**config.mk**
```make
export PLATFORM = sky130hd
export DESIGN_NAME = grid_load_sequencer
export DESIGN_NICKNAME = d
export VERILOG_FILES = /design/src/rtl/grid_load_sequencer.sv
export SDC_FILE = /design/constraint.sdc
export NUM_CORES = 1
export LEC_CHECK = 0
export BUFFER_PORTS_ARGS = -buffer_cell sky130_fd_sc_hd__buf_2
export CAP_MARGIN = 10
export CORE_MARGIN = 2
export CORE_UTILIZATION = 55
export CTS_BUF_LIST = sky130_fd_sc_hd__clkbuf_4 sky130_fd_sc_hd__clkbuf_8
export CTS_CLUSTER_DIAMETER = 100
export DETAILED_ROUTE_END_ITERATION = 8
export GPL_TIMING_DRIVEN = 0
export PLACE_DENSITY = 0.75
export REMOVE_ABC_BUFFERS = 1
export SLEW_MARGIN = 20
export SYNTH_ARGS = -nofsm -noshare
export SYNTH_HDL_FRONTEND = slang
export SYNTH_SLANG_ARGS = --single-unit
```
**constraint.sdc**
```tcl
create_clock -name clk -period 3.6 [get_ports clk]
set_clock_uncertainty 0.15 [all_clocks]
set_input_delay 0.36 -clock clk [delete_from_list [all_inputs] [get_ports clk]]
set_output_delay 0.36 -clock clk [all_outputs]
set_load 0.005 [all_outputs]
```
**src/rtl/grid_load_sequencer.sv**
```systemverilog
// grid_load_sequencer
// Loads an initial cell grid into the system memory over its serial port
// (MSB first, load_mode high), then drives run_mode for a requested number
// of generations and flags completion. This block is the only source of
// load_mode/run_mode, so the two are never asserted together.
//
// Optional feature macro: GRID_LOAD_SEQUENCER_PAUSE_EN
//   defined   - pause=1 in RUN suppresses run_mode and freezes stepping
//   undefined - pause is ignored
module grid_load_sequencer #(
    parameter int DATA_SIZE  = 25,
    parameter int WORD_WIDTH = 8,
    parameter int GEN_WIDTH  = 16
) (
    input  logic                  clk,
    input  logic                  reset,
    input  logic                  begin_load,
    input  logic [WORD_WIDTH-1:0] word_in,
    input  logic                  word_valid,
    output logic                  word_ready,
    input  logic                  start_run,
    input  logic [GEN_WIDTH-1:0]  gen_count,
    input  logic                  pause,
    output logic                  serial_out,
    output logic                  load_mode,
    output logic                  run_mode,
    output logic                  loaded,
    output logic                  done,
    output logic [GEN_WIDTH-1:0]  gens_done
);

    localparam int BCW = $clog2(DATA_SIZE + 1);
    localparam int WCW = $clog2(WORD_WIDTH + 1);
    localparam logic [BCW-1:0] LP_LAST_BIT  = BCW'(DATA_SIZE - 1);
    localparam logic [WCW-1:0] LP_LAST_WBIT = WCW'(WORD_WIDTH - 1);

    typedef enum logic [2:0] {
        S_IDLE,
        S_WAIT_WORD,
        S_SHIFT,
        S_LOADED,
        S_RUN,
        S_DONE
    } state_t;

    state_t                r_state;
    state_t                w_next_state;

    logic [WORD_WIDTH-1:0] r_shreg;
    logic [WORD_WIDTH-1:0] w_shreg_next;
    logic [BCW-1:0]        r_bit_cnt;
    logic [WCW-1:0]        r_word_bit;
    logic [GEN_WIDTH-1:0]  r_gen_target;
    logic [GEN_WIDTH-1:0]  r_gens_done;
    logic [GEN_WIDTH-1:0]  w_gens_inc;

    logic                  r_word_ready;
    logic                  r_serial_out;
    logic                  r_load_mode;
    logic                  r_run_mode;
    logic                  r_loaded;
    logic                  r_done;

    logic                  w_accept;
    logic                  w_clear;
    logic                  w_step;
    logic                  w_latch_gen;
    logic                  w_pause_act;
    logic                  w_hold;

`ifdef GRID_LOAD_SEQUENCER_PAUSE_EN
    assign w_pause_act = pause;
`else
    // pause is ignored in this build; the AND keeps the port referenced
    assign w_pause_act = pause & 1'b0;
`endif

    // A paused RUN cycle: no run_mode pulse in the following cycle
    assign w_hold     = (r_state == S_RUN) && w_pause_act;
    assign w_gens_inc = r_gens_done + GEN_WIDTH'(1);

    // State register
    always_ff @(posedge clk) begin
        if (reset) begin
            r_state <= S_IDLE;
        end else begin
            r_state <= w_next_state;
        end
    end

    // Next-state decode and the strobes that steer the counters
    always_comb begin
        w_next_state = r_state;
        w_accept     = 1'b0;
        w_clear      = 1'b0;
        w_step       = 1'b0;
        w_latch_gen  = 1'b0;
        case (r_state)
            S_IDLE: begin
                if (begin_load) begin
                    w_next_state = S_WAIT_WORD;
                    w_clear      = 1'b1;
                end
            end
            S_WAIT_WORD: begin
                if (word_valid && r_word_ready) begin
                    w_next_state = S_SHIFT;
                    w_accept     = 1'b1;
                end
            end
            S_SHIFT: begin
                // Grid-full check wins: leftover bits of the last word are dropped
                if (r_bit_cnt == LP_LAST_BIT) begin
                    w_next_state = S_LOADED;
                end else if (r_word_bit == LP_LAST_WBIT) begin
                    w_next_state = S_WAIT_WORD;
                end
            end
            S_LOADED: begin
                if (start_run) begin
                    if (gen_count != '0) begin
                        w_next_state = S_RUN;
                        w_latch_gen  = 1'b1;
                    end else begin
                        w_next_state = S_DONE;
                    end
                end else if (begin_load) begin
                    w_next_state = S_WAIT_WORD;
                    w_clear      = 1'b1;
                end
            end
            S_RUN: begin
                // A generation completes at the end of every run_mode cycle
                if (r_run_mode) begin
                    w_step = 1'b1;
                    if (w_gens_inc == r_gen_target) begin
                        w_next_state = S_DONE;
                    end
                end
            end
            S_DONE: begin
                if (begin_load) begin
                    w_next_state = S_WAIT_WORD;
                    w_clear      = 1'b1;
                end
            end
            default: begin
                w_next_state = S_IDLE;
            end
        endcase
    end

    // Shift register: load on accept, shift left while serialising
    always_comb begin
        w_shreg_next = r_shreg;
        if (w_accept) begin
            w_shreg_next = word_in;
        end else if (r_state == S_SHIFT) begin
            w_shreg_next = r_shreg << 1;
        end
    end

    // Shift data holds no control meaning, so it is not reset
    always_ff @(posedge clk) begin
        r_shreg <= w_shreg_next;
    end

    // Bit, word-bit and generation counters plus the latched run length
    always_ff @(posedge clk) begin
        if (reset) begin
            r_bit_cnt    <= '0;
            r_word_bit   <= '0;
            r_gens_done  <= '0;
            r_gen_target <= '0;
        end else begin
            if (w_clear) begin
                r_bit_cnt <= '0;
            end else if (r_state == S_SHIFT) begin
                r_bit_cnt <= r_bit_cnt + BCW'(1);
            end

            if (w_accept) begin
                r_word_bit <= '0;
            end else if (r_state == S_SHIFT) begin
                r_word_bit <= r_word_bit + WCW'(1);
            end

            if (w_clear) begin
                r_gens_done <= '0;
            end else if (w_step) begin
                r_gens_done <= w_gens_inc;
            end

            if (w_latch_gen) begin
                r_gen_target <= gen_count;
            end
        end
    end

    // Registered outputs, decoded from the state being entered
    always_ff @(posedge clk) begin
        if (reset) begin
            r_word_ready <= 1'b0;
            r_serial_out <= 1'b0;
            r_load_mode  <= 1'b0;
            r_run_mode   <= 1'b0;
            r_loaded     <= 1'b0;
            r_done       <= 1'b0;
        end else begin
            r_word_ready <= (w_next_state == S_WAIT_WORD);
            r_load_mode  <= (w_next_state == S_SHIFT);
            r_serial_out <= (w_next_state == S_SHIFT) ? w_shreg_next[WORD_WIDTH-1] : 1'b0;
            r_run_mode   <= (w_next_state == S_RUN) && !w_hold;
            r_loaded     <= (w_next_state == S_LOADED);
            r_done       <= (w_next_state == S_DONE);
        end
    end

    assign word_ready = r_word_ready;
    assign serial_out = r_serial_out;
    assign load_mode  = r_load_mode;
    assign run_mode   = r_run_mode;
    assign loaded     = r_loaded;
    assign done       = r_done;
    assign gens_done  = r_gens_done;

endmodule

```
==> flow_summary_export.csv <==
group,metric,value,unit
worst_setup_path,critical_path_peak_fanout,10,
worst_setup_path,path_class,"register to register",
logic_synthesis,synthMostInstantiatedCell,"dfxtp_1",
cts,cts.path.max_buffers,2,
cts,cts_root_buf,"clkbuf_8",
drt,routedWlPerCell,15.13,microns
logic_synthesis,yosys-top-cells-area,"dfxtp_1, edfxtp_1, mux2i_1, xor2_1, nor2_1",
place,place.port_buffers,50,
worst_setup_path,timing.rr.end,"run_mode",
worst_setup_path,cp-end-kind,"register",
place,place_congestion,0.8692,
floorplanning,io_pins,52,
sta,worst_pin_slew,1.068,ns
flow_run,cap_violations,0,
logic_synthesis,yosysWarnings,0,
sta,hold_violations,0,
drt,routed_wl,6750,microns
logic_synthesis,ys_dominant_reg_cell,"dfxtp_1",
cts,ctsHoldBuffers,0,
cts,post-cts-setup-buffers,0,
logic_synthesis,synth_area,0.003072,sq mm
logic_synthesis,syn_inst,331,
grt,antenna_found_initial,0,
worst_setup_path,rr_startpoint,"gens_done[0]",
floorplanning,rows,27,
floorplanning,dieArea,0.006198,sq mm
worst_hold_path,holdPathStages,3,
cts,clock_sinks,58,
cts,clk_pin_slew,0.07,ns
logic_synthesis,synthTopCellsByCount,"dfxtp_1, nor2_1, xor2_1",
pwr,leakage,1.533,nW
cells_and_area,area_growth,15.11,%
drt,drtIter0Drc,156,
worst_hold_path,hold_class,"input pin to register",
cells_and_area,nets,403,
worst_setup_path,r2r_slack,0.55,ns
drt,drcViolationCount,0,
grt,grt_use_total,0.2286,
cts,cts_tree,"done",
floorplanning,die_y,78.73,microns
sta,fin_crit_sh,0.8465,
sta,setup_viol,0,
logic_synthesis,ys_seq_area_frac,0.4008,
worst_hold_path,holdCritStartpoint,"word_in[7]",
grt,grt_overflow,0,
floorplanning,start_util,0.5648,
pwr,irDropWorstVdd,0.2775,mV
logic_synthesis,yosysTopAreaCell,"dfxtp_1",
grt,grt_pass1_vias,2297,
sta,rsz0062_at_grt,"false",
place,dp_hpwl,4841,microns
cells_and_area,fill_cells,464,
logic_synthesis,ys_ff_latch,58,
sta,fin_setup_tns,0,ns
cells_and_area,final_cell_count_no_fill,446,
cts,worstSkewPairLatency,0.34,ns
sta,fmax,328.2,MHz
cells_and_area,n_antenna_cell,0,
cts,cts_resized,0,
worst_setup_path,r2r_cells,7,
logic_synthesis,synth-edff-count,7,
logic_synthesis,yosysTopAreaCellShare,0.3324,
drt,num_vias,2508,
floorplanning,core-area,0.005439,sq mm
sta,period_needed,3.047,ns
cells_and_area,drive_gt1_frac,0.2139,
drt,viasPerCell,5.623,
worst_setup_path,cp.required,3.68,ns
sta,slew_headroom,0.2858,
worst_hold_path,holdPathEnd,"r_shreg[7]",
status,status,"complete, no violations",
logic_synthesis,syn_avg_cell_area,9.280,sq um
logic_synthesis,async_flop_share,0,
cts,cts-htree-levels,3,
cts,cts_made_buffers,9,
worst_setup_path,startpoint_type,"register",
pwr,power_density,402.1,mW/mm^2
place,place_inst,430,
pwr,power,1.422,mW
drt,antenna_left,0,
logic_synthesis,synth_cell_types,57,
drt,drtPass1Iterations,4,
worst_setup_path,worstPathArrival,3.13,ns
sta,drv_slew,0,
grt,grt_pass1_wl,10830,microns
grt,grt_max_degree,26,
floorplanning,fp.dieW,78.73,microns
[layout make-up]
class,instances,area (sq um),area share
well taps,72,90.09,0.02548
clock inverters,7,93.84,0.02654
clock buffers,9,123.9,0.03503
repair buffers,51,261.5,0.07396
inverters,6,22.52,0.006369
multi-input cells,243,1713,0.4844
flip-flops and latches,58,1231,0.3482
[routing by layer]
metal | wire, microns | vias to the layer above | global-route usage
met3 | 243 | 16 | 0.03409
met5 | 0 | - | 0
met4 | 171 | 0 | 0.1158
li1 | - | 1243 | -
met2 | 3312 | 61 | 0.3915
met1 | 3022 | 1188 | 0.2796
[cells by family (layout without fill, tap and decap cells)]
logic type	after synthesis	count (layout)	synth area share
fa+ha+maj	4	4	0.01629
buf+inv	30	73	0.04481
simple gates	139	139	0.2436
flops	58	58	0.4008
xor+xnor	39	39	0.1112
mux	22	22	0.07210
compound gates	39	39	0.1112
[worst max-delay path by stage]
stage / startpoint / to / slack (ns) / cells past startpoint
after detailed placement: gens_done[0] / run_mode / 0.59 / 7
after CTS: gens_done[0] / run_mode / 0.57 / 7
after global routing: gens_done[0] / word_ready / 0.37 / 7
final: gens_done[0] / run_mode / 0.55 / 7
after global placement: r_state[1] / word_ready / 0.20 / 5
after floorplan: r_state[1] / run_mode / 0.88 / 5
[worst max-delay path, cell delays in order, from the launching register on]
cell and delay, ns:
dfxtp_1 0.56, ha_1 0.39, and3_1 0.42, a21oi_1 0.12
or4b_4 0.52, a2111oi_4 0.29, a41oi_4 0.23, and2_2 0.25
[through the flow]
stage / cell area (sq um) / util / setup slack, ns / hold WS (ns)
floorplan: 2957 / - / 0.8846 / 0.2814
CTS: 3536 / 0.6501 / 0.5729 / 0.09133
detailed placement: 3318 / 0.6101 / 0.5927 / 0.3583
global route: 3536 / 0.6501 / 0.3678 / 0.09921
finish: 3536 / 0.6501 / 0.5527 / 0.09029
global placement: 3297 / 0.6062 / 0.2044 / 0.3466
[placed cells by master (no fill, tap or decap), types with 4 or more instances in the layout]
cell type	netlist	layout
nand4_1	13	13
nor2_1	43	43
nor3_1	10	9
a21oi_1	6	6
mux2i_1	21	21
edfxtp_1	7	7
nor2b_1	5	5
nand3_1	8	8
ha_1	4	4
o21ai_0	5	5
nor4_1	6	6
inv_1	6	6
and3_1	4	4
nand2_1	20	20
xnor2_1	17	17
and4_1	4	4
dfxtp_1	51	51
xor2_1	22	22
clkbuf_8	0	9
a22o_1	6	6
buf_2	8	50
[report_power, final]
part	switching (mW)	total, mW	internal [mW]
Sequential	0.00884	0.675	0.666
Clock	0.284	0.672	0.388
Combinational	0.0411	0.0752	0.0340
Total	0.334	1.42	1.09
[flip-flops by register name, summed over array words and instances, names as in the netlist]
register and count:
r_bit_cnt 5, r_gen_target 16, serial_out 1, word_ready 1, loaded 1, done 1, gens_done 16, load_mode 1
run_mode 1, r_shreg 8, r_state 3, r_word_bit 4
No activity file was read; power rests on OpenSTA's default activity.
